**src/rtl/multicycle_control.sv**
```systemverilog
// Multi-cycle MIPS control unit: sequences each instruction through
// FETCH/DECODE/EXEC/MEM/WB and drives the datapath strobes per state.
// It handshakes with a shared instruction/data memory, traps illegal opcodes
// into an absorbing HALT state, and counts retired instructions.
module multicycle_control #(
    parameter int OPCODE_W = 6,
    parameter int ALUOP_W  = 3,
    parameter int CNT_W    = 16
) (
    input  logic                clk,
    input  logic                rst,
    input  logic [OPCODE_W-1:0] opcode,
    input  logic                zero,
    input  logic                mem_ready,
    output logic                mem_req,
    output logic                mem_we,
    output logic                iord,
    output logic                ir_write,
    output logic                pc_write,
    output logic                pc_src,
    output logic                reg_dst,
    output logic                reg_write,
    output logic                alu_src,
    output logic                mem_to_reg,
    output logic [ALUOP_W-1:0]  alu_op,
    output logic                illegal,
    output logic [2:0]          state,
    output logic [CNT_W-1:0]    retired
);

    typedef enum logic [2:0] {
        FETCH  = 3'd0,
        DECODE = 3'd1,
        EXEC   = 3'd2,
        MEM    = 3'd3,
        WB     = 3'd4,
        HALT   = 3'd5
    } state_t;

    state_t              state_reg;
    state_t              state_next;
    logic [OPCODE_W-1:0] op_q;
    logic                retire;

    // Opcode classes are derived from the registered opcode only, so the IR
    // may change after DECODE without disturbing the instruction in flight.
    logic op_hi_zero;
    logic op_rtype;
    logic op_lw;
    logic op_sw;
    logic op_bne;
    logic live_legal;

    // True when the opcode belongs to the supported instruction set.
    function automatic logic is_legal(input logic [OPCODE_W-1:0] op);
        logic ok;
        ok = 1'b0;
        if ((op >> 4) == '0) begin
            case (op[3:0])
                4'h0, 4'h1, 4'h2, 4'h6, 4'h7, 4'h8, 4'hA, 4'hE: ok = 1'b1;
                default:                                         ok = 1'b0;
            endcase
        end
        return ok;
    endfunction

    // ALU operation code for a legal opcode's low nibble.
    function automatic logic [ALUOP_W-1:0] alu_code(input logic [3:0] op);
        logic [ALUOP_W-1:0] code;
        case (op)
            4'h0:              code = ALUOP_W'(0);
            4'h1:              code = ALUOP_W'(1);
            4'h2, 4'h8, 4'hA:  code = ALUOP_W'(2);
            4'h6, 4'hE:        code = ALUOP_W'(3);
            4'h7:              code = ALUOP_W'(4);
            default:           code = ALUOP_W'(0);
        endcase
        return code;
    endfunction

    assign state      = state_reg;
    assign live_legal = is_legal(opcode);
    assign op_hi_zero = ((op_q >> 4) == '0);
    assign op_rtype   = op_hi_zero && (op_q[3:0] == 4'h0 || op_q[3:0] == 4'h1 ||
                                       op_q[3:0] == 4'h2 || op_q[3:0] == 4'h6 ||
                                       op_q[3:0] == 4'h7);
    assign op_lw      = op_hi_zero && (op_q[3:0] == 4'h8);
    assign op_sw      = op_hi_zero && (op_q[3:0] == 4'hA);
    assign op_bne     = op_hi_zero && (op_q[3:0] == 4'hE);

    // Next-state, per-state strobes and the retire pulse; reset forces every
    // strobe low so memory never sees a request while the unit is in reset.
    always_comb begin
        state_next = state_reg;
        mem_req    = 1'b0;
        mem_we     = 1'b0;
        iord       = 1'b0;
        ir_write   = 1'b0;
        pc_write   = 1'b0;
        pc_src     = 1'b0;
        reg_dst    = 1'b0;
        reg_write  = 1'b0;
        alu_src    = 1'b0;
        mem_to_reg = 1'b0;
        alu_op     = '0;
        retire     = 1'b0;

        case (state_reg)
            FETCH: begin
                mem_req = 1'b1;
                if (mem_ready) begin
                    ir_write   = 1'b1;
                    pc_write   = 1'b1;
                    state_next = DECODE;
                end
            end
            DECODE: begin
                state_next = live_legal ? EXEC : HALT;
            end
            EXEC: begin
                alu_op = alu_code(op_q[3:0]);
                if (op_lw || op_sw) begin
                    alu_src    = 1'b1;
                    state_next = MEM;
                end else if (op_bne) begin
                    if (!zero) begin
                        pc_write = 1'b1;
                        pc_src   = 1'b1;
                    end
                    retire     = 1'b1;
                    state_next = FETCH;
                end else begin
                    state_next = WB;
                end
            end
            MEM: begin
                mem_req = 1'b1;
                iord    = 1'b1;
                mem_we  = op_sw;
                if (mem_ready) begin
                    if (op_sw) begin
                        retire     = 1'b1;
                        state_next = FETCH;
                    end else begin
                        state_next = WB;
                    end
                end
            end
            WB: begin
                reg_write  = 1'b1;
                reg_dst    = op_rtype;
                mem_to_reg = op_lw;
                retire     = 1'b1;
                state_next = FETCH;
            end
            HALT: begin
                state_next = HALT;
            end
            default: begin
                state_next = FETCH;
            end
        endcase

        if (rst) begin
            mem_req    = 1'b0;
            mem_we     = 1'b0;
            iord       = 1'b0;
            ir_write   = 1'b0;
            pc_write   = 1'b0;
            pc_src     = 1'b0;
            reg_dst    = 1'b0;
            reg_write  = 1'b0;
            alu_src    = 1'b0;
            mem_to_reg = 1'b0;
            alu_op     = '0;
            retire     = 1'b0;
        end
    end

    // State register, opcode capture, sticky illegal flag and retire counter.
    always_ff @(posedge clk or posedge rst) begin
        if (rst) begin
            state_reg <= FETCH;
            op_q      <= '0;
            illegal   <= 1'b0;
            retired   <= '0;
        end else begin
            state_reg <= state_next;
            if (state_reg == DECODE) begin
                op_q <= opcode;
                if (!live_legal) begin
                    illegal <= 1'b1;
                end
            end
            if (retire) begin
                retired <= retired + CNT_W'(1);
            end
        end
    end

endmodule

```
**config.mk**
```make
export PLATFORM = sky130hd
export DESIGN_NAME = multicycle_control
export DESIGN_NICKNAME = d
export VERILOG_FILES = /design/src/rtl/multicycle_control.sv
export SDC_FILE = /design/constraint.sdc
export NUM_CORES = 1
export LEC_CHECK = 0
export ABC_CLOCK_PERIOD_IN_PS = 3590
export BUFFER_PORTS_ARGS = -buffer_cell sky130_fd_sc_hd__buf_2
export CELL_PAD_IN_SITES_DETAIL_PLACEMENT = 1
export CELL_PAD_IN_SITES_GLOBAL_PLACEMENT = 2
export CORE_ASPECT_RATIO = 0.9
export CORE_UTILIZATION = 33
export CTS_CLUSTER_DIAMETER = 40
export CTS_CLUSTER_SIZE = 12
export DETAILED_ROUTE_END_ITERATION = 6
export GPL_TIMING_DRIVEN = 0
export PLACE_DENSITY = 0.87
export SYNTH_ARGS = -nofsm -noshare
export SYNTH_HDL_FRONTEND = slang
export SYNTH_SLANG_ARGS = --single-unit
export TNS_END_PERCENT = 20
```
**constraint.sdc**
```tcl
create_clock -name clk -period 3.59 [get_ports clk]
set_input_delay 0.1795 -clock clk [delete_from_list [all_inputs] [get_ports clk]]
set_output_delay 0.1795 -clock clk [all_outputs]
set_load 0.01 [all_outputs]
```
==> results of run 1 <==
## report_power, final
group | total [mW] | internal, mW | leakage, nW | switching, mW
clock network | 0.185 | 0.0979 | 0.0288 | 0.0874
logic | 0.517 | 0.208 | 0.490 | 0.309
registers | 0.461 | 0.379 | 0.311 | 0.0826
## per-layer routing
metal,share of wire (%),global-route usage (%),vias up
met2,50,28.7,16
met3,2.7,2.52,2
li1,-,-,598
met5,0,0,-
met1,47,22.0,620
met4,0.58,3.75,0
## kinds of logic (layout without fill, tap and decap cells)
family	Yosys count	in the layout	synth area share (%)
AND/OR/NAND/NOR	60	60	26.0
flip-flops	26	26	45.8
AO/OA/AOI/OAI	18	18	7.75
buffers and inverters	16	62	4.93
XOR/XNOR	15	15	9.24
multiplexers	7	7	5.46
adder cells (fa/ha/maj)	1	1	0.880
## cell usage in the layout, fill, tap and decap left out, types with 3 or more instances in the layout
master,count
dfrtp_1,26
nand2_1,10
clkbuf_1,3
nor4b_1,4
inv_1,9
nor2_1,8
buf_2,44
mux2_2,6
xnor2_1,4
nor4_1,4
clkbuf_8,4
a21oi_1,5
nand3_1,4
xor2_1,11
and3_1,3
o21ai_0,7
nor3_1,11
## worst min-delay path: stages
cell and delay (ns):
buf_2 0.09, nand2_1 0.04, o21ai_0 0.05
## layout make-up
| class | count | area (sq um) | area share [%] |
|---|---|---|---|
| multi-input cells | 101 | 701 | 40.1 |
| flip-flops and latches | 26 | 651 | 37.2 |
| repair buffers | 42 | 210 | 12.0 |
| well taps | 48 | 60.1 | 3.44 |
| clock buffers | 4 | 55.1 | 3.15 |
| plain buffers | 7 | 36.3 | 2.08 |
| inverters | 9 | 33.8 | 1.93 |
## through the flow
step,instance area [sq um],instances,hold slack (ns)
floorplan,1420,143,0.225
global placement,1690,233,0.405
detailed placement,1690,233,0.414
CTS,1750,237,0.131
global route,1750,237,0.150
finish,1750,237,0.134
## final timing paths
kind / start / end / slack [ns]
worst min-delay path: opcode[0] / op_q[0] / 0.13
worst max register to register: state[0] / op_q[4] / 1.30
max in group asynchronous: rst / retired[3] / 2.78
min in group asynchronous: rst / state[2] / 0.20
worst max-delay path: state[0] / op_q[4] / 1.30
worst min register to register: illegal / illegal / 0.47
==> results.sh, run 1 <==
export IMPL_grt_usage_pct=16.7
export IMPL_postRouteAntennaNets=0
export IMPL_antenna_found_initial=0
export IMPL_fin_ws_ns=1.30
export IMPL_path_depth=4
export IMPL_via_per_inst=5.22
export IMPL_crit_type="reg -> reg"
export IMPL_dp_hpwl_um=2650
export IMPL_clock_fmax_ghz=0.437
export IMPL_num_antenna_cells=0
export IMPL_grt_pass1_wl_um=5960
export IMPL_area_growth_pct=22.9
export IMPL_syn_area_sq_um=1420
export IMPL_clkTransAtPathRegs_ns=0.09
export IMPL_ys_top_cells_by_count="26 x dfrtp_1, 11 x nor3_1, 11 x xor2_1, 10 x nand2_1, 9 x inv_1"
export IMPL_ys_ff_latch=26
export IMPL_htree_levels=1
export IMPL_start_util_pct=34.7
export IMPL_path_cells="clkbuf_1 > inv_1 > nor3_1 > mux2_2"
export IMPL_worst_pin_slew_ns=0.996
export IMPL_ys_seq_area_share_pct=45.8
export IMPL_rsz0062_at_grt="no"
export IMPL_r2r_cells=4
export IMPL_drtIter0Drc=116
export IMPL_cp_slowest_stage_delay_ns=0.83
export IMPL_place_ws_ns=1.30
export IMPL_period_needed_ns=2.29
export IMPL_gr_total_overflow=0
export IMPL_finalSetupTns_ns=0
export IMPL_clockRootBuffer="clkbuf_8"
export IMPL_core_area_sq_um=4100
export IMPL_max_cap_violations=0
export IMPL_synth_area_leaders="dfrtp_1 46%, xor2_1 6.8%, mux2_2 4.8%, nor3_1 3.9%, nor4_4 3.0%"
export IMPL_ys_types=37
export IMPL_ctsResizeCount=0
export IMPL_critPathMaxFanout=10
export IMPL_synth_area_per_cell_sq_um=9.94
export IMPL_finalCritPeriodShare_pct=63.8
export IMPL_async_reset_ff_share_pct=100
export IMPL_ys_flop_type="dfrtp_1"
export IMPL_routed_wl_um=3440
export IMPL_ir_drop_uv=300
export IMPL_clk_latency_ns=0.26
export IMPL_finClkSkew_ns=0.00326
export IMPL_finalHoldViolCount=0
export IMPL_synthCells=143
export IMPL_cts_max_path_buffers=2
export IMPL_cts_made_buffers=3
export IMPL_crit_family="simple AND/OR/NAND/NOR gates"
export IMPL_ios=43
export IMPL_cts_tree="built"
export IMPL_maxSlewHeadroom_pct=33.1
export IMPL_cp_buffers_inverters=2
export IMPL_cts_hold_repair_buffers=0
export IMPL_cts_sinks=26
export IMPL_fillers=493
export IMPL_cpMaxStageDelayCell="nor3_1"
export IMPL_die_area_sq_um=4570
export IMPL_synth_edf_count=0
export IMPL_numPortBuffers=42
export IMPL_fp_dieH_um=64.3
export IMPL_grt_pass1_vias=1258
export IMPL_final_max_slew_viol_count=0
export IMPL_gp_congestion=0.765
export IMPL_first_pass_iters=6
export IMPL_fin_nets=201
export IMPL_power_density_nw_per_um2=666
export IMPL_drive_gt1_share_pct=31.7
export IMPL_critPathCaptureType="flop"
export IMPL_row_count=22
export IMPL_postCtsSetupRepairBufs=0
export IMPL_critPathArrivalTime_ns=2.44
export IMPL_crit_path_start_kind="flop"
export IMPL_largest_reg_flops=16
export IMPL_setup_viol=0
export IMPL_syn_nets=154
export IMPL_status="complete, no violations"
export IMPL_synth_most_common_cell="dfrtp_1"
export IMPL_min_path_cells=3
export IMPL_synth_area_leader_cell="dfrtp_1"
export IMPL_total_power_mw=1.16
export IMPL_required_ns=3.75
export IMPL_p_leak_nw=0.831
export IMPL_yosysTopAreaCellShare_pct=45.8
export IMPL_drc=0
export IMPL_route_vias_total=1236
export IMPL_hp_class="in -> reg"
export IMPL_routedWlPerCell_um=14.5
export IMPL_utilization_pct=42.6
export IMPL_ys_warn_count=0
export IMPL_grt_start_max_net_pins=28
export IMPL_die_width_um=71.2
(Power assumes the default switching activity.)
==> run 2: changes to the inputs <==
--- a/config.mk
+++ b/config.mk
@@ -5,17 +5,17 @@
 export SDC_FILE = /design/constraint.sdc
 export NUM_CORES = 1
 export LEC_CHECK = 0
-export ABC_CLOCK_PERIOD_IN_PS = 3590
+export ABC_CLOCK_PERIOD_IN_PS = 1900
 export BUFFER_PORTS_ARGS = -buffer_cell sky130_fd_sc_hd__buf_2
 export CELL_PAD_IN_SITES_DETAIL_PLACEMENT = 1
 export CELL_PAD_IN_SITES_GLOBAL_PLACEMENT = 2
 export CORE_ASPECT_RATIO = 0.9
-export CORE_UTILIZATION = 33
+export CORE_UTILIZATION = 27
 export CTS_CLUSTER_DIAMETER = 40
 export CTS_CLUSTER_SIZE = 12
 export DETAILED_ROUTE_END_ITERATION = 6
 export GPL_TIMING_DRIVEN = 0
-export PLACE_DENSITY = 0.87
+export PLACE_DENSITY = 0.77
 export SYNTH_ARGS = -nofsm -noshare
 export SYNTH_HDL_FRONTEND = slang
 export SYNTH_SLANG_ARGS = --single-unit
==> constraint.sdc (replaced) <==
create_clock -name clk -period 1.9 [get_ports clk]
set_input_delay 0.095 -clock clk [delete_from_list [all_inputs] [get_ports clk]]
set_output_delay 0.095 -clock clk [all_outputs]
set_load 0.01 [all_outputs]
==> results.sh, run 2 (synthesis gave the netlist of run 1 again) <==
export IMPL_highest_layer="met4"
export IMPL_wirelength_met1_um=1760
export IMPL_htree_levels=1
export IMPL_finalCritPeriodShare_pct=105
export IMPL_start_util_pct=28.7
export IMPL_p_leak_nw=0.963
export IMPL_design_area_sq_um=2010
export IMPL_cts_made_buffers=3
export IMPL_cts_max_path_buffers=2
export IMPL_core_area_sq_um=4950
export IMPL_grt_pass1_wl_um=6760
export IMPL_grt_usage_pct=15.3
export IMPL_status="complete, but fails checks"
export IMPL_power_density_nw_per_um2=1210
export IMPL_routedWlPerCell_um=15.2
export IMPL_gp_congestion=0.761
export IMPL_worst_pin_slew_ns=1.00
export IMPL_crit_type="reg -> reg"
export IMPL_layout_common_cells="44 x buf_2, 25 x dfrtp_1, 11 x xor2_1"
export IMPL_finClkSkew_ns=0.00118
export IMPL_clockRootBuffer="clkbuf_8"
export IMPL_routed_wl_um=3960
export IMPL_fin_ws_ns=-0.102
export IMPL_gr_total_overflow=0
export IMPL_cts_sinks=26
export IMPL_dp_hpwl_um=2770
export IMPL_fin_nets=208
export IMPL_final_max_slew_viol_count=0
export IMPL_dp_cells=250
export IMPL_ir_drop_uv=534
export IMPL_final_instance_count_excl_fill=260
export IMPL_cts_tree="built"
export IMPL_hold_ws_ns=0.0623
export IMPL_grt_pass1_vias=1383
export IMPL_violations="setup timing"
export IMPL_critPathCaptureType="flop"
export IMPL_largest_reg_flops=16
export IMPL_grt_start_max_net_pins=28
export IMPL_required_ns=2.09
export IMPL_ios=43
export IMPL_final_common_cell="buf_2"
export IMPL_clock_fmax_ghz=0.499
export IMPL_placed_cell_area_sq_um=1740
export IMPL_numPortBuffers=42
export IMPL_min_path_cells=3
export IMPL_area_growth_pct=41.2
export IMPL_clk_latency_ns=0.27
export IMPL_die_width_um=78.5
export IMPL_drc=0
export IMPL_critPathMaxFanout=8
export IMPL_crit_path_start_kind="flop"
export IMPL_place_ws_ns=-0.347
export IMPL_maxSlewHeadroom_pct=33.0
export IMPL_first_pass_iters=4
export IMPL_wl_met2_um=2010
export IMPL_drtIter0Drc=64
export IMPL_routed_wl_met3_um=163
export IMPL_clkTransAtPathRegs_ns=0.08
export IMPL_setup_viol=12
export IMPL_max_cap_violations=0
export IMPL_fp_dieH_um=70.8
export IMPL_via_per_inst=4.89
export IMPL_drive_gt1_share_pct=46.2
export IMPL_r2r_cells=6
export IMPL_hp_class="in -> reg"
export IMPL_finalSetupTns_ns=-0.577
export IMPL_num_antenna_cells=0
export IMPL_rsz0062_at_grt="yes"
export IMPL_antenna_found_initial=0
export IMPL_row_count=24
export IMPL_route_vias_total=1272
export IMPL_finalHoldViolCount=0
export IMPL_die_area_sq_um=5560
export IMPL_critPathArrivalTime_ns=2.19
export IMPL_postRouteAntennaNets=0
export IMPL_period_needed_ns=2.00
[run 2: cell count changes in the layout (fill, tap and decap cells not counted), sizes merged]
| cell | delta |
|---|---|
| buf | +6 |
[run 2: per-layer routing]
metal | global-route usage, % | vias to the layer above
met3 | 2.32 | 4
met4 | 3.09 | 0
li1 | - | 609
met1 | 20.2 | 624
met2 | 26.6 | 35
met5 | 0 | -
[run 2: critical path, stage by stage (launching register included)]
cell and delay [ns]:
dfrtp_1 0.38, or4b_4 0.58, nor4_4 0.21, a21oi_4 0.18, buf_8 0.19, nor4_4 0.21, xor2_1 0.17
[run 2: cell type report]
| cell class | instances | area, sq um |
|---|---|---|
| well taps | 65 | 81.3 |
| clock buffers | 3 | 41.3 |
| fillers | 582 | 2950 |
| inverters | 9 | 33.8 |
| multi-input cells | 101 | 873 |
| plain buffers | 6 | 37.5 |
| repair buffers | 50 | 288 |
| flip-flops and latches | 26 | 652 |
[run 2: report_power, final]
| part | switching [mW] | total, mW | internal, mW |
|---|---|---|---|
| Sequential | 0.181 | 0.899 | 0.718 |
| Clock | 0.163 | 0.305 | 0.142 |
| Combinational | 0.705 | 1.23 | 0.527 |
[run 2: timing repair]
item,in CTS,in global routing
hold buffers,0,0
resized for setup,18,18
buffers inserted,3,4
pin swaps,6,12
cloned,1,0
endpoints found under the setup margin,27,30
[run 2: path summary, 6_finish.rpt]
path                                 from     endpoint  slack, ns
min in group asynchronous             rst     state[2]       0.13
worst min register to register    illegal      illegal       0.48
worst max-delay path              op_q[5]  retired[11]      -0.10
worst min-delay path            opcode[0]      op_q[0]       0.06
max in group asynchronous             rst      op_q[3]       1.09
worst max register to register    op_q[5]  retired[11]      -0.10
[run 2: per-stage QoR]
step                      total power, mW  utilization [%]
after floorplan                      1.57                -
after global placement               1.85             35.1
after detailed placement             1.91             35.1
after CTS                            2.38             38.6
after global routing                 2.64             40.5
final                                2.44             40.5
==> run 3: changes to the inputs <==
--- a/config.mk
+++ b/config.mk
@@ -16,6 +16,7 @@
 export DETAILED_ROUTE_END_ITERATION = 6
 export GPL_TIMING_DRIVEN = 0
 export PLACE_DENSITY = 0.77
+export RECOVER_POWER = 100
 export SYNTH_ARGS = -nofsm -noshare
 export SYNTH_HDL_FRONTEND = slang
 export SYNTH_SLANG_ARGS = --single-unit
==> results.sh, run 3 (synthesis gave the netlist of run 1 again) <==
export IMPL_routed_wl_um=3960
export IMPL_design_area_sq_um=2000
export IMPL_switching_power_mw=1.05
export IMPL_p_leak_nw=0.941
export IMPL_maxSlewHeadroom_pct=33.0
export IMPL_antenna_found_initial=0
export IMPL_combPwrFrac_pct=50.5
export IMPL_path_cells="or4b_4 > nor4_4 > a21oi_4 > buf_8 > nor4_4 > xor2_1"
export IMPL_fin_nets=208
export IMPL_crit_path_start_kind="flop"
export IMPL_first_pass_iters=4
export IMPL_clk_latency_ns=0.27
export IMPL_cts_made_buffers=3
export IMPL_finalCritPeriodShare_pct=105
export IMPL_clkPwrFrac_pct=12.6
export IMPL_grt_pass1_vias=1383
export IMPL_start_util_pct=28.7
export IMPL_internal_power_mw=1.38
export IMPL_final_common_cell="buf_2"
export IMPL_cpMostUsedCell="nor4_4"
export IMPL_setup_viol=12
export IMPL_postRouteAntennaNets=0
export IMPL_drc=0
export IMPL_route_vias_total=1272
export IMPL_htree_levels=1
export IMPL_drive_gt1_share_pct=42.1
export IMPL_grt_usage_pct=15.3
export IMPL_grt_met2_usage_pct=26.6
export IMPL_ios=43
export IMPL_crit_type="reg -> reg"
export IMPL_gp_congestion=0.761
export IMPL_finClkSkew_ns=0.00118
export IMPL_row_count=24
export IMPL_grt_pass1_wl_um=6760
export IMPL_power_density_nw_per_um2=1220
export IMPL_fp_dieH_um=70.8
export IMPL_cts_tree="built"
export IMPL_clock_fmax_ghz=0.499
export IMPL_drtIter0Drc=53
export IMPL_cts_max_path_buffers=2
export IMPL_required_ns=2.09
export IMPL_critPathArrivalTime_ns=2.19
export IMPL_layout_common_cells="36 x buf_2, 25 x dfrtp_1, 11 x xor2_1"
export IMPL_critPathCaptureType="flop"
export IMPL_area_growth_pct=40.5
export IMPL_numPortBuffers=42
export IMPL_grt_start_max_net_pins=28
export IMPL_p_sw_share_pct=43.1
export IMPL_grt_busiest_layer="met2"
export IMPL_rsz0062_at_grt="yes"
export IMPL_clkTransAtPathRegs_ns=0.08
export IMPL_core_area_sq_um=4950
export IMPL_seqPwrFrac_pct=37.0
export IMPL_via_per_inst=4.89
export IMPL_gr_total_overflow=0
export IMPL_largest_reg_flops=16
export IMPL_max_cap_violations=0
export IMPL_finalSetupTns_ns=-0.577
export IMPL_dp_hpwl_um=2770
export IMPL_status="complete, but fails checks"
export IMPL_grtUsageMet1_pct=20.2
export IMPL_die_width_um=78.5
export IMPL_finalHoldViolCount=0
export IMPL_critPathMaxFanout=8
export IMPL_routedWlPerCell_um=15.2
export IMPL_cts_sinks=26
export IMPL_hp_class="in -> reg"
export IMPL_final_max_slew_viol_count=0
export IMPL_period_needed_ns=2.00
export IMPL_worst_pin_slew_ns=1.00
export IMPL_clockRootBuffer="clkbuf_8"
export IMPL_die_area_sq_um=5560
export IMPL_cpMaxStageDelayCell="or4b_4"
export IMPL_violations="setup timing"
export IMPL_fin_ws_ns=-0.103
export IMPL_num_antenna_cells=0
export IMPL_ir_drop_uv=534
export IMPL_cp_slowest_stage_delay_ns=0.58
export IMPL_grt_use_met3_pct=2.32
export IMPL_fillers=586
export IMPL_placed_cell_area_sq_um=1740
run 3: changes by cell type in the layout (fill, tap and decap cells not counted):
cell	previous run	this run
buf_2	44	36
clkbuf_1	2	10
run 3: routing by layer:
layer	vias to the layer above	routed length, um	part of all wire (%)
met4	0	29	0.73
met3	4	168	4.2
met2	35	2010	51
met1	624	1760	44
met5	-	0	0
li1	609	-	-
run 3: critical path, delay by kind of cell (launching register included):
| kind | cells | cell delay, ns |
|---|---|---|
| XOR/XNOR | 1 | 0.17 |
| AO/OA/AOI/OAI | 1 | 0.18 |
| AND/OR/NAND/NOR | 3 | 1.00 |
| buffers and inverters | 1 | 0.19 |
| flip-flops | 1 | 0.38 |
run 3: layout make-up:
class	count	area, sq um	share of cell area [%]
Multi-Input combinational cell	101	873	43.7
Sequential cell	26	652	32.6
Timing Repair Buffer	50	278	13.9
Tap cell	65	81.3	4.07
Clock buffer	3	41.3	2.07
Buffer	6	37.5	1.88
Inverter	9	33.8	1.69
run 3: power by group through the flow:
stage          sequential, mW  combinational, mW  clock [mW]
2_1_floorplan           0.896              0.674           0
3_3_place_gp            0.871              0.984           0
3_5_place_dp            0.889               1.02           0
4_1_cts                 0.886               1.17       0.319
5_1_grt                 0.930               1.36       0.340
6_report                0.899               1.23       0.305
run 3: repair_timing:
action / CTS / global route
setup endpoints to repair: 27 / 30
gates resized for setup: 18 / 18
cloned: 1 / 0
setup buffers: 3 / 4
hold buffers: 0 / 0
pin swaps: 6 / 12
run 3: through the flow:
stage / power (mW) / hold slack (ns) / cells / worst slack, ns / util (%)
6_report: 2.43 / 0.0623 / 260 / -0.103 / 40.3
5_1_grt: 2.63 / 0.0751 / 260 / -0.168 / 40.3
4_1_cts: 2.38 / 0.0477 / 257 / -0.163 / 38.6
3_5_place_dp: 1.91 / 0.326 / 250 / -0.347 / 35.1
3_3_place_gp: 1.85 / 0.319 / 250 / -0.280 / 35.1
2_1_floorplan: 1.57 / 0.140 / 143 / -0.0814 / -
run 3: worst paths after layout:
kind / startpoint / endpoint / slack (ns) / depth (start not counted)
min in group asynchronous: rst / state[2] / 0.13 / 2
max in group asynchronous: rst / op_q[3] / 1.09 / 2
max reg2reg: op_q[5] / retired[11] / -0.10 / 6
min reg2reg: illegal / illegal / 0.48 / 1
max: op_q[5] / retired[11] / -0.10 / 6
min: opcode[0] / op_q[0] / 0.06 / 3
